**src/rtl/fifo_rr_drain_arbiter.sv**
```systemverilog
// Drains NumSources upstream FIFO read ports into one downstream FIFO write port.
// Sources are served round-robin, with at most Burst words moved per grant.
module fifo_rr_drain_arbiter #(
  parameter int NumSources = 4,
  parameter int Width      = 8,
  parameter int Burst      = 4,
  localparam int GW        = $clog2(NumSources),
  localparam int CW        = $clog2(Burst + 1)
) (
  input  logic                        clk_i,
  input  logic                        rst_i,
  input  logic [NumSources-1:0]       enable_i,
  input  logic [NumSources-1:0]       read_valid_i,
  output logic [NumSources-1:0]       read_req_o,
  input  logic [NumSources*Width-1:0] data_i,
  input  logic                        write_valid_i,
  output logic                        write_req_o,
  output logic [Width-1:0]            data_o,
  output logic [GW-1:0]               grant_o,
  output logic                        busy_o
);

  typedef enum logic [1:0] {
    S_IDLE  = 2'd0,
    S_READ  = 2'd1,
    S_WRITE = 2'd2
  } state_t;

  state_t            r_state;
  state_t            w_next_state;
  logic [GW-1:0]     r_grant;
  logic [GW-1:0]     w_next_grant;
  logic [GW-1:0]     r_last_grant;
  logic [GW-1:0]     w_next_last_grant;
  logic [CW-1:0]     r_count;
  logic [CW-1:0]     w_next_count;
  logic [CW-1:0]     w_count_inc;
  logic [NumSources-1:0] w_eligible;
  logic [GW-1:0]     w_scan_idx;
  logic [GW-1:0]     w_rr_pick;
  logic              w_any_eligible;
  logic              w_src_ok;
  logic [Width-1:0]  w_src_data [NumSources];

  for (genvar g = 0; g < NumSources; g++) begin : g_slice
    assign w_src_data[g] = data_i[g*Width +: Width];
  end

  assign w_eligible  = read_valid_i & enable_i;
  assign w_src_ok    = read_valid_i[r_grant] & enable_i[r_grant];
  assign w_count_inc = r_count + 1'b1;
  assign grant_o     = r_grant;
  assign busy_o      = (r_state != S_IDLE);

  // Round-robin pick: walk last_grant+1, +2, ... with wrap; the first eligible hit wins.
  always_comb begin
    w_scan_idx     = r_last_grant;
    w_rr_pick      = '0;
    w_any_eligible = 1'b0;
    for (int i = 0; i < NumSources; i++) begin
      if (w_scan_idx == GW'(NumSources - 1)) begin
        w_scan_idx = '0;
      end else begin
        w_scan_idx = w_scan_idx + 1'b1;
      end
      if (!w_any_eligible && w_eligible[w_scan_idx]) begin
        w_rr_pick      = w_scan_idx;
        w_any_eligible = 1'b1;
      end else begin
        w_any_eligible = w_any_eligible;
      end
    end
  end

  // Next-state and strobe logic.
  always_comb begin
    w_next_state      = r_state;
    w_next_grant      = r_grant;
    w_next_last_grant = r_last_grant;
    w_next_count      = r_count;
    read_req_o        = '0;
    write_req_o       = 1'b0;
    data_o            = '0;
    case (r_state)
      S_IDLE: begin
        if (w_any_eligible) begin
          w_next_grant = w_rr_pick;
          w_next_count = '0;
          w_next_state = S_READ;
        end else begin
          w_next_state = S_IDLE;
        end
      end
      S_READ: begin
        if (w_src_ok && write_valid_i) begin
          read_req_o[r_grant] = 1'b1;
          w_next_state        = S_WRITE;
        end else if (!w_src_ok) begin
          w_next_last_grant = r_grant;
          w_next_state      = S_IDLE;
        end else begin
          w_next_state = S_READ;
        end
      end
      S_WRITE: begin
        // The word popped in READ is on the source's data lane this cycle.
        write_req_o  = 1'b1;
        data_o       = w_src_data[r_grant];
        w_next_count = w_count_inc;
        if (w_count_inc == CW'(Burst)) begin
          w_next_last_grant = r_grant;
          w_next_state      = S_IDLE;
        end else begin
          w_next_state = S_READ;
        end
      end
      default: begin
        w_next_state = S_IDLE;
      end
    endcase
  end

  // State registers; last_grant resets to the top index so source 0 wins first.
  always_ff @(posedge clk_i) begin
    if (rst_i) begin
      r_state      <= S_IDLE;
      r_grant      <= '0;
      r_last_grant <= GW'(NumSources - 1);
      r_count      <= '0;
    end else begin
      r_state      <= w_next_state;
      r_grant      <= w_next_grant;
      r_last_grant <= w_next_last_grant;
      r_count      <= w_next_count;
    end
  end

endmodule

```
**config.mk**
```make
export PLATFORM = sky130hd
export DESIGN_NAME = fifo_rr_drain_arbiter
export DESIGN_NICKNAME = d
export VERILOG_FILES = /design/src/rtl/fifo_rr_drain_arbiter.sv
export SDC_FILE = /design/constraint.sdc
export NUM_CORES = 1
export LEC_CHECK = 0
export CORE_MARGIN = 2
export CORE_UTILIZATION = 38
export CTS_BUF_LIST = sky130_fd_sc_hd__clkbuf_16
export CTS_CLUSTER_DIAMETER = 100
export DETAILED_ROUTE_END_ITERATION = 12
export GPL_ROUTABILITY_DRIVEN = 0
export GPL_TIMING_DRIVEN = 0
export MAX_ROUTING_LAYER = met4
export PLACE_DENSITY = 0.86
export SYNTH_ARGS = -nofsm -noshare
export SYNTH_HDL_FRONTEND = slang
export SYNTH_SLANG_ARGS = --single-unit
```
**constraint.sdc**
```tcl
create_clock -name clk_i -period 5.1 [get_ports clk_i]
set_input_delay 1.02 -clock clk_i [delete_from_list [all_inputs] [get_ports clk_i]]
set_output_delay 1.02 -clock clk_i [all_outputs]
set_load 0.1 [all_outputs]
```
==> results of run 1 <==
-- Yosys cell counts, types with 2 or more instances --
cell	count	area, um^2
nand2_1	11	41.29
and2_1	10	62.56
dfxtp_1	9	180.2
mux4_2	8	180.2
a21oi_1	7	35.03
nor2_1	5	18.77
nor3_1	5	25.02
ha_1	3	37.54
inv_1	3	11.26
nand4b_1	3	26.28
a2111o_1	2	22.52
a31oi_1	2	12.51
buf_1	2	7.510
clkbuf_1	2	7.510
mux2i_1	2	20.02
nand2b_1	2	12.51
nand3_1	2	10.01
o221ai_1	2	17.52
-- metal layers --
metal / part of all wire / track usage
met5: 0 / -
met4: 0.0021 / 0.04825
met3: 0.11 / 0.09195
met2: 0.48 / 0.4316
met1: 0.41 / 0.2414
-- critical path, cell delays in order --
cell and delay, ns:
clkdlybuf4s50_1 0.45, nand2_1 0.13, mux4_2 0.57, nand4b_1 0.35
nor3_1 0.23, clkdlybuf4s50_1 1.17
-- path summary, 6_finish.rpt --
check,endpoint,slack [ns],depth (start not counted)
worst max-delay path,read_req_o[2],0.15,6
worst min-delay path,r_last_grant[1]$_SDFFE_PP1P_,0.50,1
worst max register to register,r_state[0]$_SDFF_PP0_,3.31,5
worst min register to register,r_last_grant[1]$_SDFFE_PP1P_,0.50,1
-- logic make-up (layout without fill, tap and decap cells) --
kind of cell / count (synthesis) / in the layout / synth area share
xor gates and xnor gates: 1 / 1 / 0.01015
AOI/OAI and AO/OA: 21 / 21 / 0.1754
adders and majority gates: 3 / 3 / 0.04348
muxes: 11 / 11 / 0.2623
and+or+nand+nor: 40 / 40 / 0.2464
buffers and inverters: 10 / 71 / 0.05362
DFF: 9 / 9 / 0.2087
-- where the power goes --
group / internal (mW) / switching (mW)
Combinational: 0.0685 / 0.0662
Clock: 0.102 / 0.0309
Sequential: 0.0757 / 0.00524
-- through the flow --
step                      total power [mW]  hold slack [ns]  cell area (um^2)  setup WS, ns  utilization
after detailed placement            0.2170           0.4931              1469        0.1569       0.6770
after global routing                0.3660           0.5414              1550      0.002556       0.7145
after global placement              0.2141           0.4808              1469        0.2013       0.6770
final                               0.3486           0.5036              1550        0.1481       0.7145
after CTS                           0.3517           0.5015              1548        0.1486       0.7134
after floorplan                     0.1663           0.4692             863.3       0.06280            -
-- registers in the layout (all words and copies together), names as in the netlist --
register,flops
r_count,3
grant_o,2
r_last_grant,2
r_state,2
-- layout make-up --
| type | instances | area share |
|---|---|---|
| multi-input cells | 76 | 0.4108 |
| repair buffers | 57 | 0.3697 |
| flip-flops and latches | 9 | 0.1162 |
| clock buffers | 3 | 0.04843 |
| well taps | 28 | 0.02260 |
| plain buffers | 6 | 0.02018 |
| inverters | 4 | 0.009685 |
| clock inverters | 1 | 0.002421 |
==> reports/qor.txt, run 1 <==
Crit path DAT = 3.93 ns
Initial detailed-routing violation count = 19
Clock latency on the worst-skew pair = 0.23 ns
CP startpoint = enable_i[0]
Setup TNS = 0 ns
Synth warn = 0
Post-route clock period utilization = 0.9710
Hold Startpoint = r_last_grant[1]$_SDFFE_PP1P_
Post-CTS Hold Buffers = 0
Outcome = finished, final reports clean
Initial DRT Pass Iterations = 5
Area of the multi-input gates = 636.9 um^2
Initial Util = 0.3979
Seq/Total Area, Yosys = 0.2087
Clk_skew = 0.001250 ns
Placed insts = 180
Min-delay worst type = reg -> reg
Fillers = 178
Seq cells post-synth = 9
# setup viols final = 0
MaxCap Viol Count = 0
Fin nets = 203
Share of post-route cells with drive strength above 1 = 0.1026
Final min period = 4.952 ns
Power per cell area = 224.9 nW/um^2
Total GRT Usage = 0.2370
WP data required = 4.08 ns
Area Overhead vs Synth = 79.57%
Die X = 51.67 um
Yosys cell types = 33
Global-route wire length before repair = 4629 um
Total number of vias = 1013
Routed Antenna Nets = 0
Reg clk slew, reported paths = 0.04 ns
P_leak = 0.5810 nW
Wirelength per Cell = 15.42 um
Worst vdd ir = 0.3425 mV
Sinks on Clock Net = 9
Dominant synthesized flop cell = dfxtp_1
Post-Syn Nets = 141
Slew Limit Fails = 0
Dpl hpwl = 2312 um
Worst-path fanout max = 6
Mapped Cells = 95
Fmax = 201.9 MHz
Ys async rst share = 0
N_diodes = 0
Die Ht = 51.67 um
Largest net degree at the start of global routing = 11
Die ar. = 2669 um^2
RSZ-0062 raised after global routing = false
Total Wirelength = 2837 um
CP startpoint kind = input pin
Routed vias/inst = 5.505
Num CTS Buffers = 3
Post-synth EDFFs = 0
Cts repair resizes = 0
Mean area per synthesized cell = 9.088 um^2
Critical Path End Type = output port
Worst-Margin Slew = 0.9787 ns
Area of the mapped netlist = 863.3 um^2
CTS tree = built
Residual DRC = 0
Worst setup path class = in -> out
Final Hold Fails = 0
Most common cell after layout, fill and taps aside = clkdlybuf4s50_1
Vias in the first global route = 1046
Row count = 17
Final std cells w/o fill = 184
Storage cell area = 180.2 um^2
Most frequent cells in the layout = clkdlybuf4s50_1, nand2_1, and2_1
Root buf cell = clkbuf_16
H-tree Lvls = 1
Clock Tree Buf Depth = 2
Port Buf Inserts = 57
Slew margin rel. = 0.3455
I/O pins = 59
Post-CTS Repair Setup Buffers = 0
Worst r2r src = grant_o[0]$_SDFFE_PP0P_
Core ar. = 2170 um^2
Grt total ovfl = 0
Initial antenna violation count = 0
(Power assumes the default switching activity.)
==> inputs of run 2 (changes only) <==
- HOLD_SLACK_MARGIN: default -> 0.08
==> results of run 2 <==
No change in the layout: final DEF, timing and power equal those of run 1.
==> inputs of run 3 (changes only) <==
- SETUP_SLACK_MARGIN: default -> 0.05
==> run 3 against run 2 <==
Effect of this change:
- design area up 0.48%
- wire length up 1.1%
- critical path depth unchanged
- global-route usage unchanged
- total power about the same
- setup slack better by 0.39 ns
- register-to-register slack about the same
- combinational power about the same
- sequential share of layout area down 0.056 points
- via count up 0.39%
- critical path type unchanged
- highest routed layer unchanged
==> reports/qor.txt, run 3 (same netlist as run 1, synthesis figures left out) <==
Clk_skew = 0.001429 ns
Area Overhead vs Synth = 80.43%
Vias in the first global route = 1046
Worst vdd ir = 0.3425 mV
Wirelength per Cell = 15.58 um
Crit path DAT = 3.54 ns
Setup TNS = 0 ns
Num CTS Buffers = 3
Critical Path End Type = output port
Routed vias/inst = 5.527
Cells along the critical path = clkdlybuf4s50_1 > nand2_1 > mux4_2 > nand4b_1 > nor3_1 > dlymetal6s2s_1
Final core occ = 0.7180
Fin nets = 203
Global-route wire length before repair = 4629 um
Initial detailed-routing violation count = 20
Reg2reg path depth = 5
Total number of vias = 1017
Worst-path fanout max = 6
Clock latency on the worst-skew pair = 0.23 ns
Share of post-route cells with drive strength above 1 = 0.1026
Sinks on Clock Net = 9
Power per cell area = 223.9 nW/um^2
Worst-Margin Slew = 0.9866 ns
CP startpoint kind = input pin
Core ar. = 2170 um^2
Die X = 51.67 um
Row count = 17
Routed Antenna Nets = 0
Fillers = 177
Crit-path leading delay family = buffers and inverters
WP data required = 4.08 ns
Levels on crit path = 6
RSZ-0062 raised after global routing = false
CTS tree = built
Final Hold Fails = 0
Residual DRC = 0
Storage cell area = 180.2 um^2
Post-CTS Repair Setup Buffers = 0
Clock Tree Buf Depth = 2
Slew Limit Fails = 0
Root buf cell = clkbuf_16
Dpl hpwl = 2312 um
Largest net degree at the start of global routing = 11
Max FFs per register = 3
Final min period = 4.565 ns
Most common cell after layout, fill and taps aside = clkdlybuf4s50_1
I/O pins = 59
Most frequent cells in the layout = clkdlybuf4s50_1, nand2_1, and2_1
Worst hold stages = 1
Die Ht = 51.67 um
MaxCap Viol Count = 0
Crit path largest cell delay = 0.79 ns
# setup viols final = 0
Initial Util = 0.3979
Total Wirelength = 2867 um
Slowest-stage cell, CP = dlymetal6s2s_1
Min-delay worst type = reg -> reg
Grt total ovfl = 0
Total GRT Usage = 0.2370
Fmax = 219.1 MHz
Slew margin rel. = 0.3412
H-tree Lvls = 1
Initial antenna violation count = 0
Outcome = finished, final reports clean
Most flops, register = r_count
Initial DRT Pass Iterations = 4
Port Buf Inserts = 57
P_leak = 0.6372 nW
Worst setup path class = in -> out
Area of the multi-input gates = 636.9 um^2
Die ar. = 2669 um^2
Post-route clock period utilization = 0.8950
Buffers plus inverters on the worst setup path = 2
N_diodes = 0
Reg clk slew, reported paths = 0.04 ns
## run 3: path summary, 6_finish.rpt
kind,end,start,slack (ns)
worst max-delay path,read_req_o[3],enable_i[0],0.54
worst min-delay path,r_last_grant[1]$_SDFFE_PP1P_,r_last_grant[1]$_SDFFE_PP1P_,0.50
worst max register to register,r_state[0]$_SDFF_PP0_,grant_o[0]$_SDFFE_PP0P_,3.31
worst min register to register,r_last_grant[1]$_SDFFE_PP1P_,r_last_grant[1]$_SDFFE_PP1P_,0.50
## run 3: timing repair
action,CTS,global route
hold buffers,0,0
gates resized for setup,0,4
setup endpoints to repair,0,4
## run 3: layer usage
layer / vias to the layer above / part of all wire / global-route usage
met1: 476 / 0.40 / 0.2414
met5: - / 0 / -
met4: 0 / 0.0021 / 0.04825
li1: 487 / - / -
met3: 2 / 0.12 / 0.09195
met2: 52 / 0.48 / 0.4316
## run 3: power breakdown
group	internal, mW	leakage, nW	total [mW]	switching [mW]
combinational	0.0685	0.521	0.135	0.0663
sequential	0.0757	0.0736	0.0809	0.00519
clock	0.102	0.0423	0.133	0.0310
total	0.246	0.637	0.349	0.102
## run 3: cell type report
| cell class | count | area share |
|---|---|---|
| buffer | 6 | 0.02008 |
| inverter | 4 | 0.009639 |
| sequential | 9 | 0.1157 |
| clock buffer | 3 | 0.04819 |
| timing repair buffer | 57 | 0.3727 |
| clock inverter | 1 | 0.002410 |
| tap | 28 | 0.02249 |
| multi-input combinational | 76 | 0.4088 |
## run 3: metrics by stage
stage          worst slack, ns  hold WS [ns]  cell area [um^2]  std cells  total power, mW
2_1_floorplan          0.06280        0.4692             863.3         95           0.1663
3_3_place_gp            0.2013        0.4808              1469        180           0.2141
3_5_place_dp            0.1569        0.4931              1469        180           0.2170
4_1_cts                 0.1486        0.5015              1548        184           0.3517
5_1_grt                 0.3992        0.5414              1558        184           0.3660
6_report                0.5354        0.5036              1558        184           0.3487
